==> config.mk <==
export PLATFORM = sky130hd
export DESIGN_NAME = s_p_conv
export DESIGN_NICKNAME = d
export VERILOG_FILES = /design/src/rtl/s_p_conv.sv
export SDC_FILE = /design/constraint.sdc
export NUM_CORES = 1
export LEC_CHECK = 0
export BUFFER_PORTS_ARGS = -buffer_cell sky130_fd_sc_hd__buf_2
export CAP_MARGIN = 0
export CORE_MARGIN = 3
export CORE_UTILIZATION = 50
export CTS_CLUSTER_DIAMETER = 80
export CTS_CLUSTER_SIZE = 24
export DETAILED_ROUTE_END_ITERATION = 12
export PLACE_DENSITY = 0.68
export SYNTH_ARGS = -nofsm -noshare
export SYNTH_HDL_FRONTEND = slang
export SYNTH_SLANG_ARGS = --single-unit
==> constraint.sdc <==
create_clock -name clk -period 2.2 [get_ports clk]
set_clock_uncertainty 0.15 [all_clocks]
set_input_delay 0.33 -clock clk [delete_from_list [all_inputs] [get_ports clk]]
set_output_delay 0.33 -clock clk [all_outputs]
set_load 0.005 [all_outputs]
==> src/rtl/s_p_conv.sv <==
// s_p_conv: serial-to-parallel word assembler.
// Bits arrive MSB-first, qualified by serial_en. frame_sync marks the first bit
// of a word. A completed word is published on par_out with a one-cycle
// s_p_flag_out pulse. A frame_sync arriving mid-word abandons the partial word,
// sets a sticky frame_err and starts a new word with the frame_sync bit.
module s_p_conv #(
    parameter int DATA_W = 32
) (
    input  logic              clk,
    input  logic              rst_n,
    input  logic              serial_in,
    input  logic              serial_en,
    input  logic              frame_sync,
    output logic [DATA_W-1:0] par_out,
    output logic              s_p_flag_out,
    output logic              busy,
    output logic              frame_err
);

    localparam int CW = $clog2(DATA_W) + 1;
    localparam logic [CW-1:0] LAST_CNT = CW'(DATA_W - 1);

    typedef enum logic {IDLE, SHIFT} state_t;

    state_t            state;
    logic [DATA_W-1:0] sr;
    logic [CW-1:0]     cnt;
    logic [DATA_W-1:0] sr_shift;
    logic [DATA_W-1:0] sr_first;

    // Candidate shift-register values: append the incoming bit, or start fresh.
    assign sr_shift = {sr[DATA_W-2:0], serial_in};
    assign sr_first = {{(DATA_W-1){1'b0}}, serial_in};

    // Word-assembly FSM; all outputs are registered here.
    always_ff @(posedge clk) begin
        if (!rst_n) begin
            state        <= IDLE;
            sr           <= '0;
            cnt          <= '0;
            par_out      <= '0;
            s_p_flag_out <= 1'b0;
            busy         <= 1'b0;
            frame_err    <= 1'b0;
        end else begin
            s_p_flag_out <= 1'b0;
            case (state)
                IDLE: begin
                    // Bits without frame_sync are dropped until a word starts.
                    if (serial_en && frame_sync) begin
                        sr    <= sr_first;
                        cnt   <= CW'(1);
                        state <= SHIFT;
                        busy  <= 1'b1;
                    end
                end
                SHIFT: begin
                    if (serial_en) begin
                        if (frame_sync) begin
                            // Resync: abandon the partial word, keep par_out.
                            sr        <= sr_first;
                            cnt       <= CW'(1);
                            frame_err <= 1'b1;
                        end else if (cnt == LAST_CNT) begin
                            // This bit completes the word.
                            sr           <= sr_shift;
                            par_out      <= sr_shift;
                            s_p_flag_out <= 1'b1;
                            cnt          <= '0;
                            state        <= IDLE;
                            busy         <= 1'b0;
                        end else begin
                            sr  <= sr_shift;
                            cnt <= cnt + CW'(1);
                        end
                    end
                end
                default: begin
                    state <= IDLE;
                    busy  <= 1'b0;
                end
            endcase
        end
    end

endmodule

==> impl_metrics.ini, run 1 <==
[run_status]
outcome = complete, no violations

[synthesis]
synth_top_cell_by_area = dfxtp_1
synth_top_family_by_area = simple AND/OR/NAND/NOR gates
synthXorXnorAreaFrac = 0
yosys-top-cells-count = 73 x dfxtp_1, 72 x nand2_1, 32 x mux2i_1
yosysUniqueCellTypes = 38
async_flop_share = 0
synthAdderAreaFrac = 0.004429
yosys.cell_count.top_type = dfxtp_1
syn_nets = 309
muxShareOfSynthArea = 0.1134
syn_area_mm2 = 0.002825
ys_seq_elements = 73
syn_area_per_cell_um2 = 9.324
ys.flop_type = dfxtp_1
synth_edf_count = 0
synth_cells = 303
synthSimpleGateAreaFrac = 0.1802
yosys.area.top_type_share = 0.5173
synth-warning-count = 0
synth_compound_area_frac = 0.1293
synth_area_leaders = dfxtp_1 52%, mux2i_1 11%, nand2_1 9.6%
ys_seq_area_frac = 0.5173

[sta]
setup_ws_ns = 0.3365
worst_slew_pin_slew_ns = 0.3942
report.final.slew_viol_count = 0
rsz0062_at_grt = no
final-setup-viol-count = 0
whs_ns = 0.1016
min_period_ns = 1.864
timing.fmax_mhz = 536.6
finalCritPeriodShare = 0.8471
slew_headroom = 0.7372
hold_viol_final = 0
setup_tns_ns = 0

[global_route]
grt_pass1_wl_um = 9232
grt_max_degree = 37
antenna_found_initial = 0
grt-ovfl-total = 0
grtUsageTotal = 0.1806
grt_pass1_vias = 2001

[power_and_ir_drop]
swShare = 0.2030
cellLeakagePower_nw = 1.245
p_sw_uw = 542.6
p_clk_frac = 0.469
seqPwrFrac = 0.499
internal_power_mw = 2.130
power_frac_comb = 0.032
p_total_mw = 2.672
power_density_mw_per_mm2 = 814.0
ir_worst_vdd_uv = 446.1

[hold_path]
hp-class = input port to flop
worstHoldEndpoint = par_out[0]$_SDFFE_PN0P_
hp-start = serial_in
hold_depth = 3

[clock_tree]
cts-resized-gates = 0
clk_path_buf_depth = 2
cts_tree = built
hold_buffers = 0
cts_inserted_buffers = 9
clkLatencyLatePin_ns = 0.33
htree_levels = 3
path_clk_slew_ns = 0.07
post-cts-setup-buffer-count = 0
clock-sinks = 73
clock-root-buffer = clkbuf_8

[drt]
drt_first_iter_violations = 114
wl_met3_um = 237
ant_nets = 0
top_layer = met4
vias_per_cell = 5.316
wl_met1_um = 2711
wl_met2_um = 2537
drc = 0
wl_per_cell_um = 13.45
num_vias = 2190
totalWireLength_um = 5540
drt_first_pass_iters = 4

[placement]
dpl_cell_area_mm2 = 0.003039
dp_cells = 396
numPortBuffers = 39
gp_congestion = 0.8078
hpwlAfterDp_um = 3550
pre_cts_ws_ns = 0.3754

[critical_path]
cp_slowest_stage_delay_ns = 0.41
r2r_start = cnt[0]$_SDFFE_PN0P_
worstReg2RegEnd = par_out[27]$_SDFFE_PN0P_
crit_path_cell_trace = ha_1, nand3_2, nor3_4, buf_12, mux2i_1
worstSetupStartpoint = cnt[0]$_SDFFE_PN0P_
ff2ff_setup_slack_ns = 0.34
crit_arrival_ns = 1.97
crit_required_ns = 2.31
worst-setup-path-type = flop to flop
start_kind = flop
crit_fanout = 29
end_kind = flop
ff2ff_path_depth = 5
slowest_stage = dfxtp_1

[floorplanning]
chipHeight_um = 81.17
io_pins = 40
start_util = 0.5361
rows = 26
die_area_mm2 = 0.006589
core-area_mm2 = 0.005270
die_w_um = 81.17

[final_layout]
instances_no_fill = 412
fin_nets = 343
stdcell_area_mm2 = 0.003283
layout-drive-gt1-share = 0.1959
post-route-util = 0.6230
antenna_cells = 0
synthToLayoutAreaGrowth_pct = 16.21

[job]
drv_cap = 0
## cell type report
class	instances	area, um2
Multi-Input combinational cell	203	1211
Fill cell	484	1987
Inverter	3	11.26
Timing Repair Buffer	47	267.8
Tap cell	70	87.58
Clock inverter	5	102.6
Clock buffer	11	141.4
Sequential cell	73	1461
## per-layer routing
layer / GRT usage / vias up
met1: 0.2369 / 1037
met3: 0.04324 / 6
met4: 0.09122 / 0
met5: 0 / -
met2: 0.2767 / 36
li1: - / 1111
## sequential cells by signal (all words and copies together) (netlist names)
register and cells:
busy 1, cnt 6, state 1, sr 31
s_p_flag_out 1, par_out 32, frame_err 1
## critical path, delay by kind of cell, from the launching register on
family                   cells  cell delay (ns)
adder cells (fa/ha/maj)      1             0.27
buffers and inverters        1             0.26
flip-flops                   1             0.41
multiplexers                 1             0.21
AND/OR/NAND/NOR              2             0.46
## power by group through the flow
stage	clock network (mW)	registers (mW)	logic [mW]
2_1_floorplan	0	1.36	0.0678
5_1_grt	1.33	1.33	0.0943
3_3_place_gp	0	1.36	0.0845
6_report	1.25	1.33	0.0848
4_1_cts	1.29	1.33	0.0850
3_5_place_dp	0	1.36	0.0848
## cell usage in the layout, fill, tap and decap left out, types with 2 or more instances in the layout
cell type,synthesis,final
nor2_1,31,31
a21oi_1,6,6
a31oi_1,2,2
clkbuf_8,0,10
buf_2,8,39
nand3_1,3,3
buf_4,1,7
dfxtp_1,73,73
o21ai_0,5,5
a22oi_1,30,30
inv_1,2,2
nor3_1,2,2
mux2i_1,32,32
bufinv_16,0,3
nand2_1,72,72
## worst max path at each step
| stage | to | slack [ns] |
|---|---|---|
| after floorplan | par_out[0]$_SDFFE_PN0P_ | 0.47 |
| after global placement | par_out[12]$_SDFFE_PN0P_ | 0.48 |
| after detailed placement | par_out[14]$_SDFFE_PN0P_ | 0.38 |
| after CTS | par_out[14]$_SDFFE_PN0P_ | 0.36 |
| after global routing | par_out[15]$_SDFFE_PN0P_ | 0.20 |
| final | par_out[27]$_SDFFE_PN0P_ | 0.34 |
## kinds of logic (layout without fill, tap and decap cells)
| kind of cell | Yosys count | after routing |
|---|---|---|
| and+or+nand+nor | 118 | 118 |
| buffers and inverters | 27 | 66 |
| AOI/OAI and AO/OA | 52 | 52 |
| DFF | 73 | 73 |
| adders and majority gates | 1 | 1 |
| muxes | 32 | 32 |
No activity file was read; power rests on OpenSTA's default activity.
==> run 2, diff against run 1 <==
clock period = 1.8 ns   (was 2.2 ns; I/O delays follow)
==> impl_metrics.ini, run 2 (same netlist as run 1, synthesis figures left out) <==
[floorplanning]
die_w_um = 81.17
io_pins = 40
core-area_mm2 = 0.005270
chipHeight_um = 81.17
rows = 26
start_util = 0.5361
die_area_mm2 = 0.006589

[sta]
rsz0062_at_grt = no
finalCritPeriodShare = 0.9409
setup_tns_ns = 0
timing.fmax_mhz = 590.5
min_period_ns = 1.694
slew_headroom = 0.7343
final-setup-viol-count = 0
worst_slew_pin_slew_ns = 0.3980
report.final.slew_viol_count = 0
hold_viol_final = 0
whs_ns = 0.03500

[final_layout]
final_cell_mix = 72 x nand2_1, 71 x dfxtp_1, 39 x buf_2
reg_top3 = par_out (32), sr (31), cnt (6)
stdcell_area_mm2 = 0.003284
largest_register_ffs = 32
synthToLayoutAreaGrowth_pct = 16.25
antenna_cells = 0
regMostFlops = par_out
fin_nets = 350
final_common_cell = nand2_1
instances_no_fill = 419
layout-drive-gt1-share = 0.2120

[global_route]
grtUsageTotal = 0.1821
grt_pass1_vias = 1993
grt_pass1_wl_um = 9218
antenna_found_initial = 0
grt-ovfl-total = 0
grt_max_degree = 34

[job]
drv_cap = 0

[power_and_ir_drop]
p_total_mw = 2.846
ir_worst_vdd_uv = 444.9
power_density_mw_per_mm2 = 866.4
cellLeakagePower_nw = 1.249

[clock_tree]
htree_levels = 3
hold_buffers = 0
clk_path_buf_depth = 2
clock-sinks = 73
clkLatencyLatePin_ns = 0.34
cts_inserted_buffers = 9
cts_tree = built
path_clk_slew_ns = 0.08
clock-root-buffer = clkbuf_8

[drt]
drt_first_pass_iters = 4
vias_per_cell = 5.387
num_vias = 2257
drt_first_iter_violations = 123
drc = 0
totalWireLength_um = 5686
wl_per_cell_um = 13.57
ant_nets = 0

[placement]
gp_congestion = 0.7648
dp_cells = 400
numPortBuffers = 39
hpwlAfterDp_um = 3483
dpl_cell_area_mm2 = 0.003069

[critical_path]
crit_fanout = 15
crit_required_ns = 1.91
end_kind = flop
worst-setup-path-type = flop to flop
crit_arrival_ns = 1.81
start_kind = flop

[run_status]
outcome = complete, no violations

[hold_path]
hp-class = input port to flop
[run 2: changes by cell type in the layout (fill, tap and decap cells not counted)]
cell | previous run | this run
buf_4 | 7 | 12
buf_6 | 0 | 1
bufinv_16 | 3 | 0
clkbuf_1 | 1 | 4
clkbuf_16 | 0 | 1
clkinv_4 | 0 | 1
clkinvlp_4 | 1 | 0
dfxtp_1 | 73 | 71
dfxtp_2 | 0 | 2
ha_1 | 1 | 0
ha_2 | 0 | 1
[run 2: repair_timing]
action	in CTS	in global routing
buffers inserted	0	1
endpoints found under the setup margin	0	29
gates resized for setup	0	3
[run 2: cell type report]
class / count / area (um2)
Inverter: 3 / 11.26
Sequential cell: 73 / 1464
Fill cell: 479 / 1986
Clock buffer: 14 / 152.6
Multi-Input combinational cell: 203 / 1214
Timing Repair Buffer: 54 / 341.6
Tap cell: 70 / 87.58
Clock inverter: 2 / 13.76
[run 2: path summary, 6_finish.rpt]
| path | start | to | slack [ns] | cells past startpoint |
|---|---|---|---|---|
| setup reg to reg | cnt[0]$_SDFFE_PN0P_ | par_out[18]$_SDFFE_PN0P_ | 0.11 | 6 |
| setup / recovery | cnt[0]$_SDFFE_PN0P_ | par_out[18]$_SDFFE_PN0P_ | 0.11 | 6 |
| hold reg to reg | par_out[28]$_SDFFE_PN0P_ | par_out[28]$_SDFFE_PN0P_ | 0.30 | 2 |
| hold / removal | serial_in | par_out[0]$_SDFFE_PN0P_ | 0.04 | 3 |
[run 2: report_power, final]
group	switching (mW)	total (mW)	leakage (nW)	internal [mW]
Combinational	0.0804	0.110	0.575	0.0300
Sequential	0.00835	1.63	0.589	1.62
Clock	0.564	1.11	0.0847	0.541
Total	0.653	2.85	1.25	2.19
[run 2: critical path, stage by stage, from the launching register on]
cell     delay (ns)
dfxtp_2        0.38
ha_2           0.23
nand3_2        0.11
nor3_4         0.18
buf_4          0.18
buf_12         0.18
mux2i_1        0.20
[run 2: stage by stage]
| stage | worst slack (ns) | utilization |
|---|---|---|
| 2_1_floorplan | 0.07091 | - |
| 3_3_place_gp | 0.1511 | 0.5824 |
| 3_5_place_dp | 0.1012 | 0.5824 |
| 4_1_cts | 0.05349 | 0.6140 |
| 5_1_grt | 0.007840 | 0.6232 |
| 6_report | 0.1064 | 0.6232 |
[run 2: layer usage]
layer / GRT usage / part of all wire / vias to the layer above
li1: - / - / 1128
met1: 0.2394 / 0.49 / 1068
met2: 0.2709 / 0.45 / 55
met3: 0.05765 / 0.050 / 6
met4: 0.08615 / 0.012 / 0
met5: 0 / 0 / -
==> run 3, diff against run 2 <==
CORE_ASPECT_RATIO = 0.8   (was not set)
==> impl_metrics.ini, run 3 (same netlist as run 1, synthesis figures left out) <==
[final_layout]
synthToLayoutAreaGrowth_pct = 15.72
reg_top3 = par_out (32), sr (31), cnt (6)
post-route-util = 0.6242
regMostFlops = par_out
antenna_cells = 0
layout-drive-gt1-share = 0.2104
multi_input_area_mm2 = 0.001214
fillers = 472
fin_nets = 349
largest_register_ffs = 32
final_cell_mix = 72 x nand2_1, 72 x dfxtp_1, 40 x buf_2
seq_area_mm2 = 0.001463

[critical_path]
end_kind = flop
worst-setup-path-type = flop to flop
ff2ff_setup_slack_ns = 0.1
crit_required_ns = 1.91
crit_arrival_ns = 1.82
start_kind = flop
crit_fanout = 5

[power_and_ir_drop]
p_clk_frac = 0.385
ir_worst_vdd_uv = 475.1
internal_power_mw = 2.180
p_total_mw = 2.833
seqPwrFrac = 0.575
swShare = 0.2305
power_frac_comb = 0.040
p_sw_uw = 653.1
cellLeakagePower_nw = 1.242
power_density_mw_per_mm2 = 866.7

[drt]
vias_per_cell = 5.209
drc = 0
ant_nets = 0
wl_per_cell_um = 13.39
drt_first_iter_violations = 127
num_vias = 2198
drt_first_pass_iters = 5
totalWireLength_um = 5650

[floorplanning]
chipHeight_um = 73.24
io_pins = 40
rows = 23
start_util = 0.5394
die_w_um = 90.04
die_area_mm2 = 0.006594
core-area_mm2 = 0.005238

[hold_path]
hp-class = input port to flop

[sta]
finalCritPeriodShare = 0.9471
min_period_ns = 1.705
hold_viol_final = 0
report.final.slew_viol_count = 0
final-setup-viol-count = 0
rsz0062_at_grt = no
timing.fmax_mhz = 586.6
setup_tns_ns = 0
worst_slew_pin_slew_ns = 0.4486
slew_headroom = 0.7009

[clock_tree]
path_clk_slew_ns = 0.07
cts_tree = built
cts_inserted_buffers = 9
clock-sinks = 73
htree_levels = 3
clkLatencyLatePin_ns = 0.33
clock-root-buffer = clkbuf_8
clk_path_buf_depth = 2

[global_route]
grt-ovfl-total = 0
grt_pass1_vias = 2024
grt_max_degree = 47
antenna_found_initial = 0
grtUsageTotal = 0.1805
grt_pass1_wl_um = 9556

[placement]
numPortBuffers = 39
hpwlAfterDp_um = 3447
gp_congestion = 0.7749

[job]
drv_cap = 0

[run_status]
outcome = complete, no violations
==> run 3: changes by cell type in the layout (fill, tap and decap cells not counted) <==
cell	before	now
buf_2	39	40
buf_4	12	9
buf_6	1	2
buf_8	0	1
clkbuf_1	4	2
clkbuf_16	1	0
clkinv_2	1	2
clkinv_4	1	0
clkinvlp_4	0	1
dfxtp_1	71	72
dfxtp_2	2	1
==> run 3: area by class of cell <==
type | count | share of cell area
Tap cell | 75 | 0.02870
Multi-Input combinational cell | 203 | 0.3712
Timing Repair Buffer | 53 | 0.09950
Clock inverter | 3 | 0.005358
Clock buffer | 12 | 0.04439
Inverter | 3 | 0.003444
Sequential cell | 73 | 0.4474
==> run 3: power by group through the flow <==
stage               logic (mW)  clock network [mW]  registers, mW
floorplan               0.0828                   0           1.66
global placement         0.111                   0           1.67
detailed placement       0.112                   0           1.67
CTS                      0.113                1.13           1.63
global route             0.125                1.21           1.63
finish                   0.113                1.09           1.63
==> run 3: per-layer routing <==
| layer | track usage | wire, um | up-vias |
|---|---|---|---|
| li1 | - | - | 1121 |
| met1 | 0.2356 | 2889 | 1025 |
| met2 | 0.2757 | 2440 | 50 |
| met3 | 0.07113 | 295 | 2 |
| met4 | 0.06112 | 25 | 0 |
| met5 | 0 | 0 | - |
==> run 3: what timing repair did <==
item / 4_1_cts / 5_1_grt
endpoints found under the setup margin: 0 / 30
buffers inserted: 0 / 2
hold buffers: 0 / 0
resized for setup: 0 / 6
==> run 3: final timing paths <==
check,end,startpoint,depth (start not counted)
worst max-delay path,par_out[14]$_SDFFE_PN0P_,cnt[1]$_SDFFE_PN0P_,6
worst min-delay path,sr[0]$_SDFFE_PN0P_,serial_in,3
worst max register to register,par_out[14]$_SDFFE_PN0P_,cnt[1]$_SDFFE_PN0P_,6
worst min register to register,par_out[12]$_SDFFE_PN0P_,par_out[12]$_SDFFE_PN0P_,2
==> run 3: per-stage QoR <==
stage,cell area (um2),cells,hold slack (ns),setup slack (ns)
floorplan,2825,303,0.2560,0.07091
global placement,3068,404,0.2881,0.1593
detailed placement,3068,404,0.2952,0.07253
CTS,3231,419,0.02328,0.05017
global route,3269,422,0.02972,0.007869
finish,3269,422,0.03477,0.09516
==> run 3: worst max-delay path: stages (launching register included) <==
cell,delay [ns]
dfxtp_1,0.37
ha_2,0.23
nand3_2,0.12
nor3_4,0.21
buf_4,0.15
buf_2,0.19
mux2i_1,0.20
